$ cat config.mk
export PLATFORM = sky130hd
export DESIGN_NAME = mesi_isc_cache_agent
export DESIGN_NICKNAME = d
export VERILOG_FILES = /design/src/rtl/mesi_isc_cache_agent.sv
export SDC_FILE = /design/constraint.sdc
export NUM_CORES = 1
export LEC_CHECK = 0
export ABC_AREA = 0
export BUFFER_PORTS_ARGS = -buffer_cell sky130_fd_sc_hd__buf_4
export CORE_MARGIN = 5
export CORE_UTILIZATION = 62
export DETAILED_ROUTE_END_ITERATION = 8
export PLACE_DENSITY = 0.88
export SYNTH_ARGS = -nofsm -noshare
export SYNTH_HDL_FRONTEND = slang
export SYNTH_SLANG_ARGS = --single-unit
$ cat constraint.sdc
create_clock -name clk -period 7.55 [get_ports clk]
set_input_delay 0.755 -clock clk [delete_from_list [all_inputs] [get_ports clk]]
set_output_delay 0.755 -clock clk [all_outputs]
set_load 0.05 [all_outputs]
$ cat src/rtl/mesi_isc_cache_agent.sv
// MESI cache-side agent: CPU requests to mbus commands, cbus snoop/enable responses.
// Holds a direct-mapped MESI state and tag table; carries no data.
module mesi_isc_cache_agent #(
  parameter int ADDR_WIDTH     = 32,
  parameter int MBUS_CMD_WIDTH = 3,
  parameter int CBUS_CMD_WIDTH = 3,
  parameter int IDX_WIDTH      = 3
) (
  input  logic                      clk,
  input  logic                      rst,
  input  logic                      cpu_req_i,
  input  logic                      cpu_wr_i,
  input  logic [ADDR_WIDTH-1:0]     cpu_addr_i,
  output logic                      cpu_busy_o,
  output logic                      cpu_done_o,
  output logic [MBUS_CMD_WIDTH-1:0] mbus_cmd_o,
  output logic [ADDR_WIDTH-1:0]     mbus_addr_o,
  input  logic                      mbus_ack_i,
  input  logic [CBUS_CMD_WIDTH-1:0] cbus_cmd_i,
  input  logic [ADDR_WIDTH-1:0]     cbus_addr_i,
  output logic                      cbus_ack_o
);

  localparam int LINES = 2 ** IDX_WIDTH;
  localparam int TAG_W = ADDR_WIDTH - IDX_WIDTH;

  localparam logic [MBUS_CMD_WIDTH-1:0] M_NOP = 0;
  localparam logic [MBUS_CMD_WIDTH-1:0] M_WR  = 1;
  localparam logic [MBUS_CMD_WIDTH-1:0] M_RD  = 2;
  localparam logic [MBUS_CMD_WIDTH-1:0] M_WRB = 3;
  localparam logic [MBUS_CMD_WIDTH-1:0] M_RDB = 4;

  localparam logic [CBUS_CMD_WIDTH-1:0] C_NOP  = 0;
  localparam logic [CBUS_CMD_WIDTH-1:0] C_WRS  = 1;
  localparam logic [CBUS_CMD_WIDTH-1:0] C_RDS  = 2;
  localparam logic [CBUS_CMD_WIDTH-1:0] C_ENWR = 3;
  localparam logic [CBUS_CMD_WIDTH-1:0] C_ENRD = 4;

  typedef enum logic [1:0] {
    ST_I, ST_S, ST_E, ST_M
  } mesi_t;

  typedef enum logic [2:0] {
    IDLE, EVICT, BROAD, WAIT_EN,
    MEM, DONE, SNP_WB, SNP_ACK
  } fsm_t;

  fsm_t                  state;
  fsm_t                  ret_state;
  mesi_t                 line_st  [LINES];
  logic [TAG_W-1:0]      line_tag [LINES];
  logic [ADDR_WIDTH-1:0] req_addr;
  logic                  req_wr;
  logic [ADDR_WIDTH-1:0] snp_addr;
  logic                  snp_rd;

  logic [IDX_WIDTH-1:0]  cpu_idx;
  logic [TAG_W-1:0]      cpu_tag;
  mesi_t                 cpu_st;
  logic                  cpu_hit;
  logic [IDX_WIDTH-1:0]  cb_idx;
  mesi_t                 cb_st;
  logic                  cb_hit;
  logic                  cb_valid;
  logic                  cb_snoop;
  logic                  cb_en;
  logic [IDX_WIDTH-1:0]  req_idx;
  logic [IDX_WIDTH-1:0]  snp_idx;

  assign cpu_idx = cpu_addr_i[IDX_WIDTH-1:0];
  assign cpu_tag = cpu_addr_i[ADDR_WIDTH-1:IDX_WIDTH];
  assign cpu_st  = line_st[cpu_idx];
  assign cpu_hit = (line_tag[cpu_idx] == cpu_tag)
                && (cpu_st != ST_I);

  assign cb_idx = cbus_addr_i[IDX_WIDTH-1:0];
  assign cb_st  = line_st[cb_idx];
  assign cb_hit = (line_tag[cb_idx]
                   == cbus_addr_i[ADDR_WIDTH-1:IDX_WIDTH])
               && (cb_st != ST_I);

  // A command still present while our ack is high is the same command.
  assign cb_valid = (cbus_cmd_i != C_NOP) && !cbus_ack_o;
  assign cb_snoop = cb_valid
                 && (cbus_cmd_i == C_WRS || cbus_cmd_i == C_RDS);
  assign cb_en    = cb_valid
                 && (cbus_cmd_i == C_ENWR || cbus_cmd_i == C_ENRD);

  assign req_idx = req_addr[IDX_WIDTH-1:0];
  assign snp_idx = snp_addr[IDX_WIDTH-1:0];

  always_ff @(posedge clk) begin
    if (rst) begin
      state       <= IDLE;
      ret_state   <= IDLE;
      req_addr    <= '0;
      req_wr      <= 1'b0;
      snp_addr    <= '0;
      snp_rd      <= 1'b0;
      cpu_busy_o  <= 1'b0;
      cpu_done_o  <= 1'b0;
      mbus_cmd_o  <= M_NOP;
      mbus_addr_o <= '0;
      cbus_ack_o  <= 1'b0;
      for (int i = 0; i < LINES; i++) begin
        line_st[i]  <= ST_I;
        line_tag[i] <= '0;
      end
    end else begin
      cbus_ack_o <= 1'b0;
      cpu_done_o <= 1'b0;
      if ((state == IDLE || state == WAIT_EN) && cb_snoop) begin
        if (cb_hit && cb_st == ST_M) begin
          ret_state <= state;
          snp_addr  <= cbus_addr_i;
          snp_rd    <= (cbus_cmd_i == C_RDS);
          state     <= SNP_WB;
        end else begin
          cbus_ack_o <= 1'b1;
          if (cb_hit)
            line_st[cb_idx] <= (cbus_cmd_i == C_RDS) ? ST_S : ST_I;
        end
      end else begin
        unique case (state)
          IDLE: begin
            if (cpu_req_i) begin
              req_addr   <= cpu_addr_i;
              req_wr     <= cpu_wr_i;
              cpu_busy_o <= 1'b1;
              priority case (1'b1)
                cpu_hit && (!cpu_wr_i || cpu_st != ST_S): begin
                  if (cpu_wr_i)
                    line_st[cpu_idx] <= ST_M;
                  state <= DONE;
                end
                cpu_hit:          state <= BROAD;
                cpu_st == ST_M:   state <= EVICT;
                default:          state <= BROAD;
              endcase
            end
          end
          EVICT: begin
            if (mbus_cmd_o == M_NOP) begin
              mbus_cmd_o  <= M_WR;
              mbus_addr_o <= {line_tag[req_idx], req_idx};
            end else if (mbus_ack_i) begin
              mbus_cmd_o       <= M_NOP;
              line_st[req_idx] <= ST_I;
              state            <= BROAD;
            end
          end
          BROAD: begin
            if (mbus_cmd_o == M_NOP) begin
              mbus_cmd_o  <= req_wr ? M_WRB : M_RDB;
              mbus_addr_o <= req_addr;
            end else if (mbus_ack_i) begin
              mbus_cmd_o <= M_NOP;
              state      <= WAIT_EN;
            end
          end
          WAIT_EN: begin
            if (cb_en) begin
              cbus_ack_o <= 1'b1;
              if (cbus_addr_i == req_addr)
                state <= MEM;
            end
          end
          MEM: begin
            if (mbus_cmd_o == M_NOP) begin
              mbus_cmd_o  <= req_wr ? M_WR : M_RD;
              mbus_addr_o <= req_addr;
            end else if (mbus_ack_i) begin
              mbus_cmd_o        <= M_NOP;
              line_st[req_idx]  <= req_wr ? ST_M : ST_S;
              line_tag[req_idx] <= req_addr[ADDR_WIDTH-1:IDX_WIDTH];
              state             <= DONE;
            end
          end
          DONE: begin
            cpu_done_o <= 1'b1;
            cpu_busy_o <= 1'b0;
            state      <= IDLE;
          end
          SNP_WB: begin
            if (mbus_cmd_o == M_NOP) begin
              mbus_cmd_o  <= M_WR;
              mbus_addr_o <= snp_addr;
            end else if (mbus_ack_i) begin
              mbus_cmd_o       <= M_NOP;
              line_st[snp_idx] <= snp_rd ? ST_S : ST_I;
              state            <= SNP_ACK;
            end
          end
          SNP_ACK: begin
            cbus_ack_o <= 1'b1;
            state      <= ret_state;
          end
          default: state <= IDLE;
        endcase
      end
    end
  end

endmodule

==> flow_summary_export.csv <==
group,metric,value,unit
run_status,status,"complete, no violations",
placement,gp_congestion,1.023,
grt,grt_first_pass_wirelength,105.1,mm
timing,worstMarginPinSlew,1.268,ns
placement,place_inst,2234,
logic_synthesis,syn_inst,1815,
drt,drc,0,
cts,postCtsSetupBuffers,0,
cts,tritoncts,"yes",
finish,stdcell_count,2305,
setup_path,crit_cells,12,
grt,grt_pass1_vias,17018,
timing,setup_ws,2.524,ns
floorplanning,start_util,62.91,%
floorplanning,die-width,194.7,um
logic_synthesis,yosys.area.top_type,"edfxtp_1",
setup_path,crit_slowest_cell,"nor2_4",
placement,dpl_worst_slack,2.298,ns
power,peakVddDrop,0.0003409,V
drt,drt-initial-drc-count,2619,
logic_synthesis,synth_area,21150,um2
setup_path,worstSetupPathType,"in2reg",
finish,fin_nets,1899,
finish,layout-drive-gt1-share,22.56,%
logic_synthesis,synthTopCellsByArea,"edfxtp_1 (35%), mux4_2 (13%), dfxtp_1 (11%)",
cts,clk_pin_slew,0.07,ns
logic_synthesis,yosys_warnings,0,
logic_synthesis,synth_top_cell_area_share,35.21,%
min_path,hold_class,"in2reg",
cts,cts_buffers,39,
grt,grt_use_total,36.44,%
grt,grt_max_degree,61,
logic_synthesis,synth_edf_count,248,
setup_path,worstPathRequired,7.95,ns
setup_path,cp_slowest_stage_delay,0.85,ns
floorplanning,core_area,33620,um2
floorplanning,die-area,37900,um2
timing,skew,0.01806,ns
finish,fill_cells,2285,
setup_path,worstPathMaxFanout,60,
setup_path,crit_chain,"buf_4 -> buf_12 -> nand2_1 -> a211oi_1 -> nor4_1 -> nor4_1 -> and4_1 -> nand4_1 -> nor2_4 -> buf_4 -> mux2i_1 -> nor2_1",
drt,vias_per_cell,7.379,
setup_path,critPathLaunchType,"primary input",
cts,clockBufferDepth,3,
floorplanning,die_height,194.7,um
logic_synthesis,postSynthAreaPerCell,11.65,um2
placement,port_buffers,109,
logic_synthesis,synth_nets,1887,
run,maxCapViolCount,0,
finish,syn_to_final_growth,11.55,%
timing,timing.fmax,0.1990,GHz
timing,drv_slew,0,
power,power_leakage,8.547,nW
placement,place_hpwl,45.05,mm
cts,cts_resized,0,
timing,maxSlewHeadroom,15.48,%
setup_path,cpLargestDelayFamily,"simple AND/OR/NAND/NOR gates",
grt,antenna_found_initial,1,
timing,post-route-min-period,5.026,ns
logic_synthesis,synthFlopType,"edfxtp_1",
drt,dr.pass1.iters,6,
timing,whs,0.4859,ns
logic_synthesis,ys_types,74,
cts,insertion_delay,0.54,ns
cts,ctsHtreeMaxLevel,2,
drt,drtAntennaViolNets,0,
setup_path,cp-end-kind,"register",
cts,root_buffer,"clkbuf_16",
timing,setup_viol,0,
min_path,holdPathStages,3,
logic_synthesis,synthArstFlopShare,0,%
timing,hold_viol,0,
timing,fin_tns_setup,0,ns
power,power_density,269.9,nW/um2
floorplanning,ios,110,
grt,grt_overflow,0,
logic_synthesis,synth_seq_cells,361,
setup_path,r2r_cells,10,
drt,wl,71.32,mm
setup_path,crit_buf_inv,3,
drt,vias,17008,
logic_synthesis,ys_seq_area_share,45.91,%
cts,hold_buffers,0,
cts,cts.sinks,361,
timing,grt_setup_unrepaired,"no",
finish,final_core_util,70.18,%
finish,n_antenna_cell,0,
setup_path,crit_arrival,5.42,ns
drt,wl_per_cell,30.94,um
timing,finalCritPeriodShare,66.57,%
floorplanning,num_rows,67,
state kept, by name, indices dropped and copies added (netlist names), 3 cells and up, named ones only:
register	cells
ret_state	3
req_addr	32
line_st	16
line_tag	232
mbus_addr_o	32
mbus_cmd_o	3
snp_addr	32
state	3
cells by family (layout without fill, tap and decap cells):
family | count (synthesis) | count (layout) | synth area share (%)
xor gates and xnor gates | 64 | 64 | 2.651
and+or+nand+nor | 595 | 595 | 15.32
buffers and inverters | 177 | 219 | 3.781
muxes | 322 | 322 | 23.09
AOI/OAI and AO/OA | 296 | 296 | 9.247
DFF | 361 | 361 | 45.91
routing by layer:
| layer | GRT usage [%] | up-vias | wire length (um) |
|---|---|---|---|
| met5 | 0 | - | 12 |
| met3 | 10.20 | 379 | 11140 |
| met4 | 20.05 | 2 | 4960 |
| met1 | 47.24 | 8172 | 23610 |
| li1 | - | 6869 | - |
| met2 | 55.89 | 1586 | 31600 |
final cells by class:
type / count / area, um2 / area share, %
Clock buffer: 51 / 1179 / 4.996
Clock inverter: 20 / 259.0 / 1.098
Inverter: 10 / 37.54 / 0.1591
Multi-Input combinational cell: 1277 / 10790 / 45.75
Sequential cell: 361 / 9714 / 41.18
Tap cell: 448 / 560.5 / 2.376
Timing Repair Buffer: 138 / 1049 / 4.444
power by group:
group / internal (W) / switching [W]
Sequential: 0.00226 / 0.000196
Combinational: 0.000589 / 0.00119
Clock: 0.00131 / 0.000823
Total: 0.00416 / 0.00221
path summary, 6_finish.rpt:
kind	slack, ns	start	endpoint
max	2.52	cbus_addr_i[1]	snp_addr[17]$_SDFFE_PP0P_
min	0.49	cpu_addr_i[9]	req_addr[9]$_SDFFE_PP0P_
max reg2reg	3.10	line_tag[1][12]$_SDFFCE_PN0P_	snp_addr[17]$_SDFFE_PP0P_
min reg2reg	0.51	snp_addr[7]$_SDFFE_PP0P_	snp_addr[7]$_SDFFE_PP0P_
cells in the mapped netlist, drive strengths merged (3+ instances only):
cell / n
a2111oi: 3
a211oi: 8
a21o: 5
a21oi: 72
a221oi: 4
a22o: 17
a22oi: 54
a311oi: 3
a31oi: 31
and2: 238
and3: 11
and4: 6
buf: 55
clkbuf: 112
dfxtp: 113
edfxtp: 248
inv: 10
mux2: 51
mux2i: 145
mux4: 126
nand2: 127
nand2b: 8
nand3: 11
nand4: 13
nor2: 74
nor2b: 15
nor3: 28
nor3b: 6
nor4: 35
nor4b: 3
o2111ai: 3
o21a: 9
o21ai: 48
o22ai: 10
o31a: 5
o31ai: 9
or2: 9
xnor2: 42
xor2: 22
cell usage in the layout (no fill, tap or decap), types with 7 or more instances in the layout:
cell type,count
nand2b_1,8
inv_1,8
o22ai_1,10
a22o_1,17
a211oi_1,7
edfxtp_1,248
nor2_1,64
a21oi_1,72
clkbuf_16,45
nand3_1,10
a31oi_1,30
and2_1,237
buf_4,137
nor4_1,34
mux2i_1,144
nor2_4,9
xor2_1,22
nand4_1,13
mux2_2,50
o21ai_0,42
mux4_2,123
nor3_1,25
o21a_1,8
nand2_1,127
and3_1,11
a22oi_1,54
dfxtp_1,111
or2_2,8
xnor2_1,42
nor2b_1,15
o31ai_1,8
clkinv_2,8
worst register-to-register path, delay by kind of cell, from the launching register on:
kind | cells | cell delay [ns]
AND/OR/NAND/NOR | 7 | 2.57
multiplexers | 1 | 0.27
flip-flops | 1 | 0.42
AO/OA/AOI/OAI | 1 | 0.62
buffers and inverters | 1 | 0.45
through the flow:
stage	area (um2)	power [W]
floorplan	21150	0.003598
global placement	22150	0.004156
detailed placement	22150	0.004204
CTS	23590	0.006298
global route	23590	0.006535
finish	23590	0.006367
Note: power is estimated with default switching activity, not from simulation.
